`src/rtl/lse_sched_if.sv`:
```
// Bundles the buffer-read, LSE and estimate-write buses between the LSE
// sequencer (master) and its surrounding memories and multiplier (slave).
interface lse_sched_if #(
  parameter int DMRS_RX_WORD_LENGTH    = 12,
  parameter int DMRS_TX_WORD_LENGTH    = 5,
  parameter int CH_EST_LSE_WORD_LENGTH = 16,
  parameter int ADDR_W                 = 8
) ();

  logic                              rx_rd_en;
  logic [ADDR_W-1:0]                 rx_rd_addr;
  logic [DMRS_RX_WORD_LENGTH-1:0]    rx_rd_i;
  logic [DMRS_RX_WORD_LENGTH-1:0]    rx_rd_q;

  logic                              tx_rd_en;
  logic [ADDR_W-1:0]                 tx_rd_addr;
  logic [DMRS_TX_WORD_LENGTH-1:0]    tx_rd_i;
  logic [DMRS_TX_WORD_LENGTH-1:0]    tx_rd_q;

  logic                              lse_in_valid;
  logic [DMRS_RX_WORD_LENGTH-1:0]    lse_rx_i;
  logic [DMRS_RX_WORD_LENGTH-1:0]    lse_rx_q;
  logic [DMRS_TX_WORD_LENGTH-1:0]    lse_tx_i;
  logic [DMRS_TX_WORD_LENGTH-1:0]    lse_tx_q;

  logic                              lse_out_valid;
  logic [CH_EST_LSE_WORD_LENGTH-1:0] lse_est_i;
  logic [CH_EST_LSE_WORD_LENGTH-1:0] lse_est_q;

  logic                              est_wr_en;
  logic [ADDR_W-1:0]                 est_wr_addr;
  logic [CH_EST_LSE_WORD_LENGTH-1:0] est_wr_i;
  logic [CH_EST_LSE_WORD_LENGTH-1:0] est_wr_q;

  modport master (
    output rx_rd_en, rx_rd_addr,
    input  rx_rd_i, rx_rd_q,
    output tx_rd_en, tx_rd_addr,
    input  tx_rd_i, tx_rd_q,
    output lse_in_valid, lse_rx_i, lse_rx_q, lse_tx_i, lse_tx_q,
    input  lse_out_valid, lse_est_i, lse_est_q,
    output est_wr_en, est_wr_addr, est_wr_i, est_wr_q
  );

  modport slave (
    input  rx_rd_en, rx_rd_addr,
    output rx_rd_i, rx_rd_q,
    input  tx_rd_en, tx_rd_addr,
    output tx_rd_i, tx_rd_q,
    input  lse_in_valid, lse_rx_i, lse_rx_q, lse_tx_i, lse_tx_q,
    output lse_out_valid, lse_est_i, lse_est_q,
    input  est_wr_en, est_wr_addr, est_wr_i, est_wr_q
  );

endinterface

```
`src/rtl/lse_sched.sv`:
```
// LSE channel-estimation sequencer for one PBCH DMRS block: reads rx/ref
// DMRS pairs, streams them to the LSE multiplier and writes the estimates.
module lse_sched #(
  parameter int DMRS_RX_WORD_LENGTH    = 12,
  parameter int DMRS_TX_WORD_LENGTH    = 5,
  parameter int CH_EST_LSE_WORD_LENGTH = 16,
  parameter int ADDR_W                 = 8,
  parameter int MAX_RE                 = 144
) (
  input  logic              clk,
  input  logic              rst,
  input  logic              start,
  input  logic [ADDR_W-1:0] num_re,
  input  logic              est_ready,
  output logic              busy,
  output logic              done,
  lse_sched_if.master       bus
);

  typedef enum logic [1:0] {IDLE, RUN, DRAIN, DONE} state_t;

  localparam logic [ADDR_W-1:0] MAX_RE_C = ADDR_W'(MAX_RE);

  state_t                            state_q, state_d;
  logic [ADDR_W-1:0]                 n_q, n_d;
  logic [ADDR_W-1:0]                 issue_q, issue_d;
  logic [ADDR_W-1:0]                 wr_cnt_q, wr_cnt_d;
  logic                              lse_in_valid_q, lse_in_valid_d;
  logic                              est_wr_en_q, est_wr_en_d;
  logic [ADDR_W-1:0]                 est_wr_addr_q, est_wr_addr_d;
  logic [CH_EST_LSE_WORD_LENGTH-1:0] est_wr_i_q, est_wr_i_d;
  logic [CH_EST_LSE_WORD_LENGTH-1:0] est_wr_q_q, est_wr_q_d;
  logic                              rd_en;
  logic [ADDR_W-1:0]                 n_clamp;

  assign n_clamp = (num_re > MAX_RE_C) ? MAX_RE_C : num_re;

  always_comb begin
    state_d        = state_q;
    n_d            = n_q;
    issue_d        = issue_q;
    wr_cnt_d       = wr_cnt_q;
    rd_en          = 1'b0;
    est_wr_en_d    = 1'b0;
    est_wr_addr_d  = est_wr_addr_q;
    est_wr_i_d     = est_wr_i_q;
    est_wr_q_d     = est_wr_q_q;

    case (state_q)
      IDLE: begin
        if (start) begin
          n_d      = n_clamp;
          issue_d  = '0;
          wr_cnt_d = '0;
          state_d  = (n_clamp == '0) ? DONE : RUN;
        end
      end
      RUN: begin
        if (est_ready) begin
          rd_en   = 1'b1;
          issue_d = issue_q + 1'b1;
          if (issue_d == n_q) state_d = DRAIN;
        end
      end
      // The final write is on the bus in the same cycle wr_cnt reaches n.
      DRAIN: begin
        if ((wr_cnt_q == n_q) && est_wr_en_q) state_d = DONE;
      end
      DONE: begin
        state_d = IDLE;
      end
      default: state_d = IDLE;
    endcase

    lse_in_valid_d = rd_en;

    if (bus.lse_out_valid && (state_q != IDLE)) begin
      est_wr_en_d   = 1'b1;
      est_wr_addr_d = wr_cnt_q;
      est_wr_i_d    = bus.lse_est_i;
      est_wr_q_d    = bus.lse_est_q;
      wr_cnt_d      = wr_cnt_q + 1'b1;
    end
  end

  always_ff @(posedge clk or negedge rst) begin
    if (!rst) begin
      state_q        <= IDLE;
      n_q            <= '0;
      issue_q        <= '0;
      wr_cnt_q       <= '0;
      lse_in_valid_q <= 1'b0;
      est_wr_en_q    <= 1'b0;
      est_wr_addr_q  <= '0;
      est_wr_i_q     <= '0;
      est_wr_q_q     <= '0;
    end else begin
      state_q        <= state_d;
      n_q            <= n_d;
      issue_q        <= issue_d;
      wr_cnt_q       <= wr_cnt_d;
      lse_in_valid_q <= lse_in_valid_d;
      est_wr_en_q    <= est_wr_en_d;
      est_wr_addr_q  <= est_wr_addr_d;
      est_wr_i_q     <= est_wr_i_d;
      est_wr_q_q     <= est_wr_q_d;
    end
  end

  assign busy = (state_q != IDLE);
  assign done = (state_q == DONE);

  assign bus.rx_rd_en   = rd_en;
  assign bus.rx_rd_addr = rd_en ? issue_q : '0;
  assign bus.tx_rd_en   = rd_en;
  assign bus.tx_rd_addr = rd_en ? issue_q : '0;

  // Read data is only meaningful the cycle after a read; zero it otherwise.
  assign bus.lse_in_valid = lse_in_valid_q;
  assign bus.lse_rx_i     = lse_in_valid_q ? bus.rx_rd_i : '0;
  assign bus.lse_rx_q     = lse_in_valid_q ? bus.rx_rd_q : '0;
  assign bus.lse_tx_i     = lse_in_valid_q ? bus.tx_rd_i : '0;
  assign bus.lse_tx_q     = lse_in_valid_q ? bus.tx_rd_q : '0;

  assign bus.est_wr_en   = est_wr_en_q;
  assign bus.est_wr_addr = est_wr_addr_q;
  assign bus.est_wr_i    = est_wr_i_q;
  assign bus.est_wr_q    = est_wr_q_q;

endmodule

```
`src/flat_wrapper.sv`:
```
// flat-port wrapper written by rule: the top's interface ports become plain ports
module lse_sched_flat 
#(
  parameter int DMRS_RX_WORD_LENGTH    = 12,
  parameter int DMRS_TX_WORD_LENGTH    = 5,
  parameter int CH_EST_LSE_WORD_LENGTH = 16,
  parameter int ADDR_W                 = 8,
  parameter int MAX_RE                 = 144
)
  (clk, rst, start, num_re, est_ready, busy, done, bus_rx_rd_en, bus_rx_rd_addr, bus_rx_rd_i, bus_rx_rd_q, bus_tx_rd_en, bus_tx_rd_addr, bus_tx_rd_i, bus_tx_rd_q, bus_lse_in_valid, bus_lse_rx_i, bus_lse_rx_q, bus_lse_tx_i, bus_lse_tx_q, bus_lse_out_valid, bus_lse_est_i, bus_lse_est_q, bus_est_wr_en, bus_est_wr_addr, bus_est_wr_i, bus_est_wr_q);
  lse_sched_if #(.DMRS_RX_WORD_LENGTH(DMRS_RX_WORD_LENGTH), .DMRS_TX_WORD_LENGTH(DMRS_TX_WORD_LENGTH), .CH_EST_LSE_WORD_LENGTH(CH_EST_LSE_WORD_LENGTH), .ADDR_W(ADDR_W)) bus_i ();
  input  logic clk;
  input  logic rst;
  input  logic start;
  input  logic [ADDR_W-1:0] num_re;
  input  logic est_ready;
  output logic busy;
  output logic done;
  output wire logic [$bits(bus_i.rx_rd_en)-1:0] bus_rx_rd_en;
  output wire logic [$bits(bus_i.rx_rd_addr)-1:0] bus_rx_rd_addr;
  input wire logic [$bits(bus_i.rx_rd_i)-1:0] bus_rx_rd_i;
  input wire logic [$bits(bus_i.rx_rd_q)-1:0] bus_rx_rd_q;
  output wire logic [$bits(bus_i.tx_rd_en)-1:0] bus_tx_rd_en;
  output wire logic [$bits(bus_i.tx_rd_addr)-1:0] bus_tx_rd_addr;
  input wire logic [$bits(bus_i.tx_rd_i)-1:0] bus_tx_rd_i;
  input wire logic [$bits(bus_i.tx_rd_q)-1:0] bus_tx_rd_q;
  output wire logic [$bits(bus_i.lse_in_valid)-1:0] bus_lse_in_valid;
  output wire logic [$bits(bus_i.lse_rx_i)-1:0] bus_lse_rx_i;
  output wire logic [$bits(bus_i.lse_rx_q)-1:0] bus_lse_rx_q;
  output wire logic [$bits(bus_i.lse_tx_i)-1:0] bus_lse_tx_i;
  output wire logic [$bits(bus_i.lse_tx_q)-1:0] bus_lse_tx_q;
  input wire logic [$bits(bus_i.lse_out_valid)-1:0] bus_lse_out_valid;
  input wire logic [$bits(bus_i.lse_est_i)-1:0] bus_lse_est_i;
  input wire logic [$bits(bus_i.lse_est_q)-1:0] bus_lse_est_q;
  output wire logic [$bits(bus_i.est_wr_en)-1:0] bus_est_wr_en;
  output wire logic [$bits(bus_i.est_wr_addr)-1:0] bus_est_wr_addr;
  output wire logic [$bits(bus_i.est_wr_i)-1:0] bus_est_wr_i;
  output wire logic [$bits(bus_i.est_wr_q)-1:0] bus_est_wr_q;
  assign bus_rx_rd_en = bus_i.rx_rd_en;
  assign bus_rx_rd_addr = bus_i.rx_rd_addr;
  assign bus_i.rx_rd_i = bus_rx_rd_i;
  assign bus_i.rx_rd_q = bus_rx_rd_q;
  assign bus_tx_rd_en = bus_i.tx_rd_en;
  assign bus_tx_rd_addr = bus_i.tx_rd_addr;
  assign bus_i.tx_rd_i = bus_tx_rd_i;
  assign bus_i.tx_rd_q = bus_tx_rd_q;
  assign bus_lse_in_valid = bus_i.lse_in_valid;
  assign bus_lse_rx_i = bus_i.lse_rx_i;
  assign bus_lse_rx_q = bus_i.lse_rx_q;
  assign bus_lse_tx_i = bus_i.lse_tx_i;
  assign bus_lse_tx_q = bus_i.lse_tx_q;
  assign bus_i.lse_out_valid = bus_lse_out_valid;
  assign bus_i.lse_est_i = bus_lse_est_i;
  assign bus_i.lse_est_q = bus_lse_est_q;
  assign bus_est_wr_en = bus_i.est_wr_en;
  assign bus_est_wr_addr = bus_i.est_wr_addr;
  assign bus_est_wr_i = bus_i.est_wr_i;
  assign bus_est_wr_q = bus_i.est_wr_q;
  lse_sched #(.DMRS_RX_WORD_LENGTH(DMRS_RX_WORD_LENGTH), .DMRS_TX_WORD_LENGTH(DMRS_TX_WORD_LENGTH), .CH_EST_LSE_WORD_LENGTH(CH_EST_LSE_WORD_LENGTH), .ADDR_W(ADDR_W), .MAX_RE(MAX_RE)) u_core (.clk(clk), .rst(rst), .start(start), .num_re(num_re), .est_ready(est_ready), .busy(busy), .done(done), .bus(bus_i));
endmodule
```
`config.mk`:
```
export PLATFORM = sky130hd
export DESIGN_NAME = lse_sched_flat
export DESIGN_NICKNAME = d
export VERILOG_FILES = /design/src/rtl/lse_sched_if.sv /design/src/rtl/lse_sched.sv /design/src/flat_wrapper.sv
export SDC_FILE = /design/constraint.sdc
export NUM_CORES = 1
export LEC_CHECK = 0
export CORE_AREA = 2 2 102 104
export DETAILED_ROUTE_END_ITERATION = 8
export DIE_AREA = 0 0 104 106
export MAX_ROUTING_LAYER = met4
export PLACE_DENSITY = 0.85
export RECOVER_POWER = 50
export SLEW_MARGIN = 20
export SYNTH_ARGS = -nofsm -noshare
export SYNTH_HDL_FRONTEND = slang
export SYNTH_SLANG_ARGS = --single-unit
```
`constraint.sdc`:
```
create_clock -name clk -period 1.7 [get_ports clk]
set_input_delay 0.255 -clock clk [delete_from_list [all_inputs] [get_ports clk]]
set_output_delay 0.255 -clock clk [all_outputs]
set_load 0.005 [all_outputs]
```
==> results.yml, run 1 <==
synth:
  postSynthCellCount: 415
  netlist_top_cells_area: "dfrtp_1 48%, nand2_1 14%, and2_1 6.1%"
  synth.yosys.warnings: 0
  post-synth-top-area-fraction_pct: 47.6
  synthesis.nets: 500
  synth_ff_type: "dfrtp_1"
  synth_edf_count: 0
  synth.ff_latch_count: 68
  yosys.area.top_type: "dfrtp_1"
  syn_area_per_cell_um2: 8.62
  asyncSetResetFlopFracSynth_pct: 100
  yosysSeqAreaShare_pct: 47.6
  synth_most_common_cell: "nand2_1"
  leading_post_synthesis_cells_by_instance_count: "136 x nand2_1, 68 x dfrtp_1, 35 x and2_1"
  synth.cell_area_um2: 3580
  yosys.cell_types.count: 38
die:
  floorplan.core_area_um2: 10000
  floorplan.rows: 37
  pin_count: 175
  floorplan.die.width_um: 104
  initial_utilization_pct: 35.8
  die_area_um2: 11000
  chipHeight_um: 106
detailed_routing:
  detail_route.drc_violations: 0
  drt_wl_total_mm: 11.6
  detailed_routed_wire_length_on_met3_um: 784
  route.top_layer_used: "met4"
  routed-via-count: 3729
  firstDrtPassIters: 4
  met2_length_mm: 6.09
  drt_iter0_drc: 258
  detail_route.wirelength.met1_mm: 4.57
  detail_route.vias_per_cell: 4.84
  detail-route-antenna-nets: 0
  post_drt_wl_per_cell_um: 15.1
sta:
  timing_worst_slew_pin_value_ps: 967
  slew_headroom_pct: 35.5
  final-setup-viol-count: 22
  worst_clock_skew_ps: 11.8
  finalMaxSlewViolations: 0
  rsz0062_at_grt: "yes"
  final_hold_viol_count: 0
  clock.fmax_mhz: 563
  timing.final.crit_share_pct: 104
  hold-worst-slack_ps: 430
  setup_ws_ps: -75.8
  period_minus_slack_ps: 1780
critical_path:
  data_arrival_time_of_the_critical_path_ps: 1520
  critPathSlowestCell: "dfrtp_1"
  critPathMaxFanout: 5
  reg2reg_slack_ps: -60
  cp_common_cell: "buf_6"
  cp_num_buf_inv: 3
  max_stage_delay_ps: 420
  critical_path.startpoint_type: "flop"
  worstSetupPathType: "reg -> out"
  critical_path_required_ps: 1440
  critical-path-top-delay-family: "flip-flops"
  type_of_element_capturing_the_critical_path: "primary output"
  crit_chain: "ha_1, buf_6, buf_6, and3_4, buf_6"
final_layout:
  post_route_cells_drive_above_1_share_pct: 24.1
  fillCellCount: 826
  finish.net_count: 716
  area_growth_syn_to_layout_pct: 71.2
  antennaDiodeCount: 0
  layout.core_utilization_pct: 61.2
clock_tree:
  clock_tree.root_cell: "clkbuf_8"
  cts.reportedPaths.clkPinSlew_ps: 80
  maximum_clock_insertion_buffer_count: 2
  h-tree-depth: 3
  clock_sinks: 68
  cts_tree: "done"
  clkLatencyLatePin_ps: 350
  tritoncts.num_buffers: 9
power:
  vdd.ir_drop.worst_mv: 0.842
  p_sw_share_pct: 35.7
  total_leakage_power_nw: 3.08
  cellInternalPower_w: 0.00539
  comb_power_share_pct: 50.8
  seqPwrFrac_pct: 31.8
  power.net_switching_w: 0.00300
  power_per_cell_area_nw_per_um2: 1370
  clock_power_share_pct: 17.4
placed_design:
  dp.final_hpwl_mm: 8.25
  numPortBuffers: 174
  gp_congestion: 0.897
min_path:
  holdCritPathClass: "in -> reg"
global_route:
  grt.overflow.total: 0
  grt_first_pass_wirelength_mm: 18.1
  antenna_violations_before_repair: 0
  global_route.usage.total_pct: 21.0
  grt_max_degree: 69
  grt_pass1_vias: 3774
status:
  run_status: "complete, but fails checks"
  failed_checks: "negative setup slack"
job:
  drv_cap: 0
-- layer usage --
metal  vias to the layer above  GRT usage [%]
met5                         -              -
met4                         0           7.63
met3                        16           5.15
met2                       178           38.3
met1                      1747           22.1
li1                       1788              -
-- cells by family after synthesis --
logic type	count (synthesis)	share of synthesized area, %
buffers and inverters	40	5.28
AO/OA/AOI/OAI	46	8.68
XOR/XNOR	20	4.90
AND/OR/NAND/NOR	229	29.7
flip-flops	68	47.6
adder cells (fa/ha/maj)	6	2.10
multiplexers	6	1.71
-- state kept, by name (all words and copies together) (netlist names) --
signal                   count
u_core.bus.est_wr_en         1
u_core.state_q               2
u_core.bus.est_wr_q         16
u_core.wr_cnt_q              8
u_core.bus.est_wr_addr       8
u_core.bus.est_wr_i         16
u_core.issue_q               8
u_core.bus.lse_in_valid      1
u_core.n_q                   8
-- per-stage QoR --
stage	worst slack, ps	area [µm²]	std cells	TNS (ps)	power (W)
finish	-75.8	6120	771	-1350	0.00839
global route	-140	6120	771	-2850	0.00893
CTS	-211	6080	763	-2320	0.00846
detailed placement	-329	5700	735	-5210	0.00665
global placement	-266	5700	735	-3910	0.00650
floorplan	1.18	3600	415	0	0.00434
-- placed cells by master (no fill, tap or decap), types with 8 or more instances in the layout --
master | netlist | routed
xor2_1 | 9 | 9
clkbuf_2 | 0 | 31
o21ai_0 | 15 | 13
a21oi_1 | 10 | 10
clkdlybuf4s50_1 | 0 | 89
dlymetal6s2s_1 | 0 | 8
and3_4 | 0 | 9
nand3_1 | 11 | 10
clkbuf_8 | 0 | 9
buf_6 | 0 | 20
buf_4 | 9 | 48
nor2_1 | 13 | 11
and2_1 | 35 | 32
dlygate4sd3_1 | 0 | 30
nand2_1 | 136 | 135
dfrtp_1 | 68 | 65
-- path summary, 6_finish.rpt --
path | start | to | depth (start not counted)
max in group asynchronous | rst | u_core.issue_q[0]$_DFFE_PN0P_ | 3
setup reg to reg | u_core.issue_q[0]$_DFFE_PN0P_ | u_core.state_q[1]$_DFFE_PN0P_ | 7
setup / recovery | u_core.state_q[0]$_DFFE_PN0P_ | bus_rx_rd_addr[6] | 5
hold reg to reg | u_core.bus.est_wr_i[0]$_DFFE_PN0P_ | u_core.bus.est_wr_i[0]$_DFFE_PN0P_ | 2
hold / removal | bus_lse_est_i[3] | u_core.bus.est_wr_i[3]$_DFFE_PN0P_ | 3
min in group asynchronous | rst | u_core.bus.est_wr_q[4]$_DFFE_PN0P_ | 3
-- worst register-to-register path, cell delays in order, from the launching register on --
cell	delay (ps)
dfrtp_2	420
ha_4	150
buf_4	130
nor3b_1	280
o221ai_1	180
o311ai_0	130
nand3_1	210
mux2i_1	160
-- power by group through the flow --
stage               Clock, W  Sequential [W]  Combinational [W]
floorplan                  0         0.00266            0.00168
global placement           0         0.00268            0.00383
detailed placement         0         0.00268            0.00397
CTS                  0.00149         0.00267            0.00430
global route         0.00155         0.00273            0.00465
finish               0.00146         0.00267            0.00426
-- what timing repair did --
action,CTS,global route
buffers inserted,11,9
gates resized for setup,116,95
pin swaps,11,13
hold endpoints to repair,68,0
gates cloned,1,2
setup endpoints to repair,61,44
hold buffers,1,0
-- layout make-up --
| cell class | instances | area (µm²) | share of cell area (%) |
|---|---|---|---|
| clock buffer | 9 | 124 | 2.02 |
| multi-input combinational | 307 | 1830 | 29.9 |
| inverter | 8 | 37.5 | 0.613 |
| tap | 136 | 170 | 2.78 |
| sequential | 68 | 1710 | 27.9 |
| clock inverter | 6 | 88.8 | 1.45 |
| timing repair buffer | 237 | 2160 | 35.3 |
No activity file was read; power rests on OpenSTA's default activity.
==> inputs of run 2 (changes only) <==
- CORE_AREA: 2 2 102 104 -> 2 2 93 113
- DIE_AREA: 0 0 104 106 -> 0 0 95 115
==> run 2 against run 1 <==
Combinational power grew 8.2%. Cell count shrank 0.65%. The flow still finishes with violations (negative setup slack). Sequential cell count is the same. Global-route usage grew 1.2 points. Highest routed layer unchanged. Die area shrank 0.90%.
==> results.yml, run 2 (same netlist as run 1, synthesis figures left out) <==
sta:
  timing.final.crit_share_pct: 108
  worst_clock_skew_ps: 8.51
  setup_ws_ps: -140
  period_minus_slack_ps: 1840
  rsz0062_at_grt: "yes"
  finalSetupTns_ps: -1160
  final-setup-viol-count: 26
  finalMaxSlewViolations: 0
  timing_worst_slew_pin_value_ps: 923
  final_hold_viol_count: 0
  slew_headroom_pct: 38.5
  clock.fmax_mhz: 544
critical_path:
  type_of_element_capturing_the_critical_path: "flop"
  critical_path_required_ps: 1950
  critical_path.startpoint_type: "flop"
  critPathMaxFanout: 4
  worstSetupPathType: "reg -> reg"
  data_arrival_time_of_the_critical_path_ps: 2090
global_route:
  grt_pass1_vias: 3800
  grt_max_degree: 69
  global_route.usage.total_pct: 22.2
  antenna_violations_before_repair: 0
  grt_first_pass_wirelength_mm: 18.1
  grt.overflow.total: 0
placed_design:
  numPortBuffers: 174
  gp_congestion: 0.854
  dpl_worst_slack_ps: -393
  dp.cells: 727
  dp.final_hpwl_mm: 8.71
detailed_routing:
  met2_length_mm: 6.63
  detail_route.wirelength.met1_mm: 4.39
  route.top_layer_used: "met4"
  firstDrtPassIters: 4
  detail-route-antenna-nets: 0
  detail_route.drc_violations: 0
  detailed_routed_wire_length_on_met3_mm: 1.02
  detail_route.vias_per_cell: 4.94
  drt_wl_total_mm: 12.7
  routed-via-count: 3782
  drt_iter0_drc: 102
  post_drt_wl_per_cell_um: 16.5
die:
  chipHeight_um: 115
  initial_utilization_pct: 36.3
  pin_count: 175
  floorplan.core_area_um2: 9860
  floorplan.rows: 40
  floorplan.die.width_um: 95
  die_area_um2: 10900
final_layout:
  area_growth_syn_to_layout_pct: 81.4
  antennaDiodeCount: 0
  post_route_cells_drive_above_1_share_pct: 23.4
  most_common_cell_after_layout_fill_and_taps_aside: "nand2_1"
  layout.core_utilization_pct: 65.8
  final_cells: 766
  finish.net_count: 720
  most-common-layout-cells: "135 x nand2_1, 95 x clkdlybuf4s50_1, 65 x dfrtp_1, 46 x buf_4, 30 x and2_1"
clock_tree:
  clock_sinks: 68
  cts.reportedPaths.clkPinSlew_ps: 60
  tritoncts.num_buffers: 9
  h-tree-depth: 3
  cts_tree: "done"
  clock_tree.root_cell: "clkbuf_16"
  maximum_clock_insertion_buffer_count: 2
  clkLatencyLatePin_ps: 330
power:
  total_leakage_power_nw: 3.23
  power_w: 0.00917
  power_per_cell_area_nw_per_um2: 1410
  vdd.ir_drop.worst_mv: 0.868
job:
  drv_cap: 0
min_path:
  holdCritPathClass: "in -> reg"
status:
  failed_checks: "negative setup slack"
  run_status: "complete, but fails checks"
## run 2: changes by cell type in the layout (fill, tap and decap cells not counted), moves of 6 or more
cell             previous run  this run
buf_6                      20        29
clkbuf_16                   2        12
clkbuf_2                   31         7
clkbuf_8                    9         0
clkdlybuf4s15_1             2        19
clkdlybuf4s50_1            89        95
dlygate4sd3_1              30        23
## run 2: worst paths after layout
| path | start | to | slack, ps | cells past startpoint |
|---|---|---|---|---|
| worst max-delay path | u_core.issue_q[1]$_DFFE_PN0P_ | u_core.state_q[0]$_DFFE_PN0P_ | -140 | 7 |
| worst min-delay path | num_re[2] | u_core.n_q[2]$_DFFE_PN0P_ | 270 | 2 |
| worst max register to register | u_core.issue_q[1]$_DFFE_PN0P_ | u_core.state_q[0]$_DFFE_PN0P_ | -140 | 7 |
| worst min register to register | u_core.bus.est_wr_q[8]$_DFFE_PN0P_ | u_core.bus.est_wr_q[8]$_DFFE_PN0P_ | 470 | 2 |
| max in group asynchronous | rst | u_core.issue_q[0]$_DFFE_PN0P_ | 320 | 3 |
| min in group asynchronous | rst | u_core.bus.est_wr_i[0]$_DFFE_PN0P_ | 710 | 3 |
## run 2: critical path, stage by stage, from the launching register on
cell and delay [ps]:
dfrtp_2 400, buf_4 140, nand3_4 110, nor3_4 240
xnor2_1 130, o41ai_2 330, nand3_1 200, mux2i_1 220
## run 2: layout make-up
| cell class | instances | area [µm²] |
|---|---|---|
| Fill cell | 744 | 3370 |
| Timing Repair Buffer | 241 | 2390 |
| Multi-Input combinational cell | 307 | 1880 |
| Sequential cell | 68 | 1710 |
| Clock buffer | 9 | 225 |
| Tap cell | 126 | 158 |
| Clock inverter | 7 | 83.8 |
| Inverter | 8 | 40.0 |
## run 2: power by group
| part | total [W] | switching [W] | internal, W |
|---|---|---|---|
| sequential | 0.00263 | 0.000422 | 0.00221 |
| combinational | 0.00461 | 0.00203 | 0.00258 |
| clock | 0.00193 | 0.000768 | 0.00116 |
## run 2: per-stage QoR
step	hold WS, ps	area (µm²)
2_1_floorplan	-40.6	3600
3_3_place_gp	301	5710
3_5_place_dp	307	5710
4_1_cts	441	6180
5_1_grt	243	6490
6_report	270	6490
## run 2: routing by layer
layer	up-vias	GRT usage, %
li1	1802	-
met1	1776	22.8
met2	174	40.3
met3	30	5.64
met4	0	8.60
met5	-	-
## run 2: what timing repair did
action,CTS,global route
endpoints found under the hold margin,68,0
pin swaps,7,15
hold buffers,1,0
setup buffers,13,8
resized for setup,130,87
endpoints found under the setup margin,65,43
cloned,0,3
==> inputs of run 3 (changes only) <==
- CORE_AREA: 2 2 93 113 -> 2 2 102 104
- DIE_AREA: 0 0 95 115 -> 0 0 104 106
- SLEW_MARGIN: 20 -> 25
==> results of run 3 <==
Same layout as run 1: the final DEF is identical, and so are final timing and power.
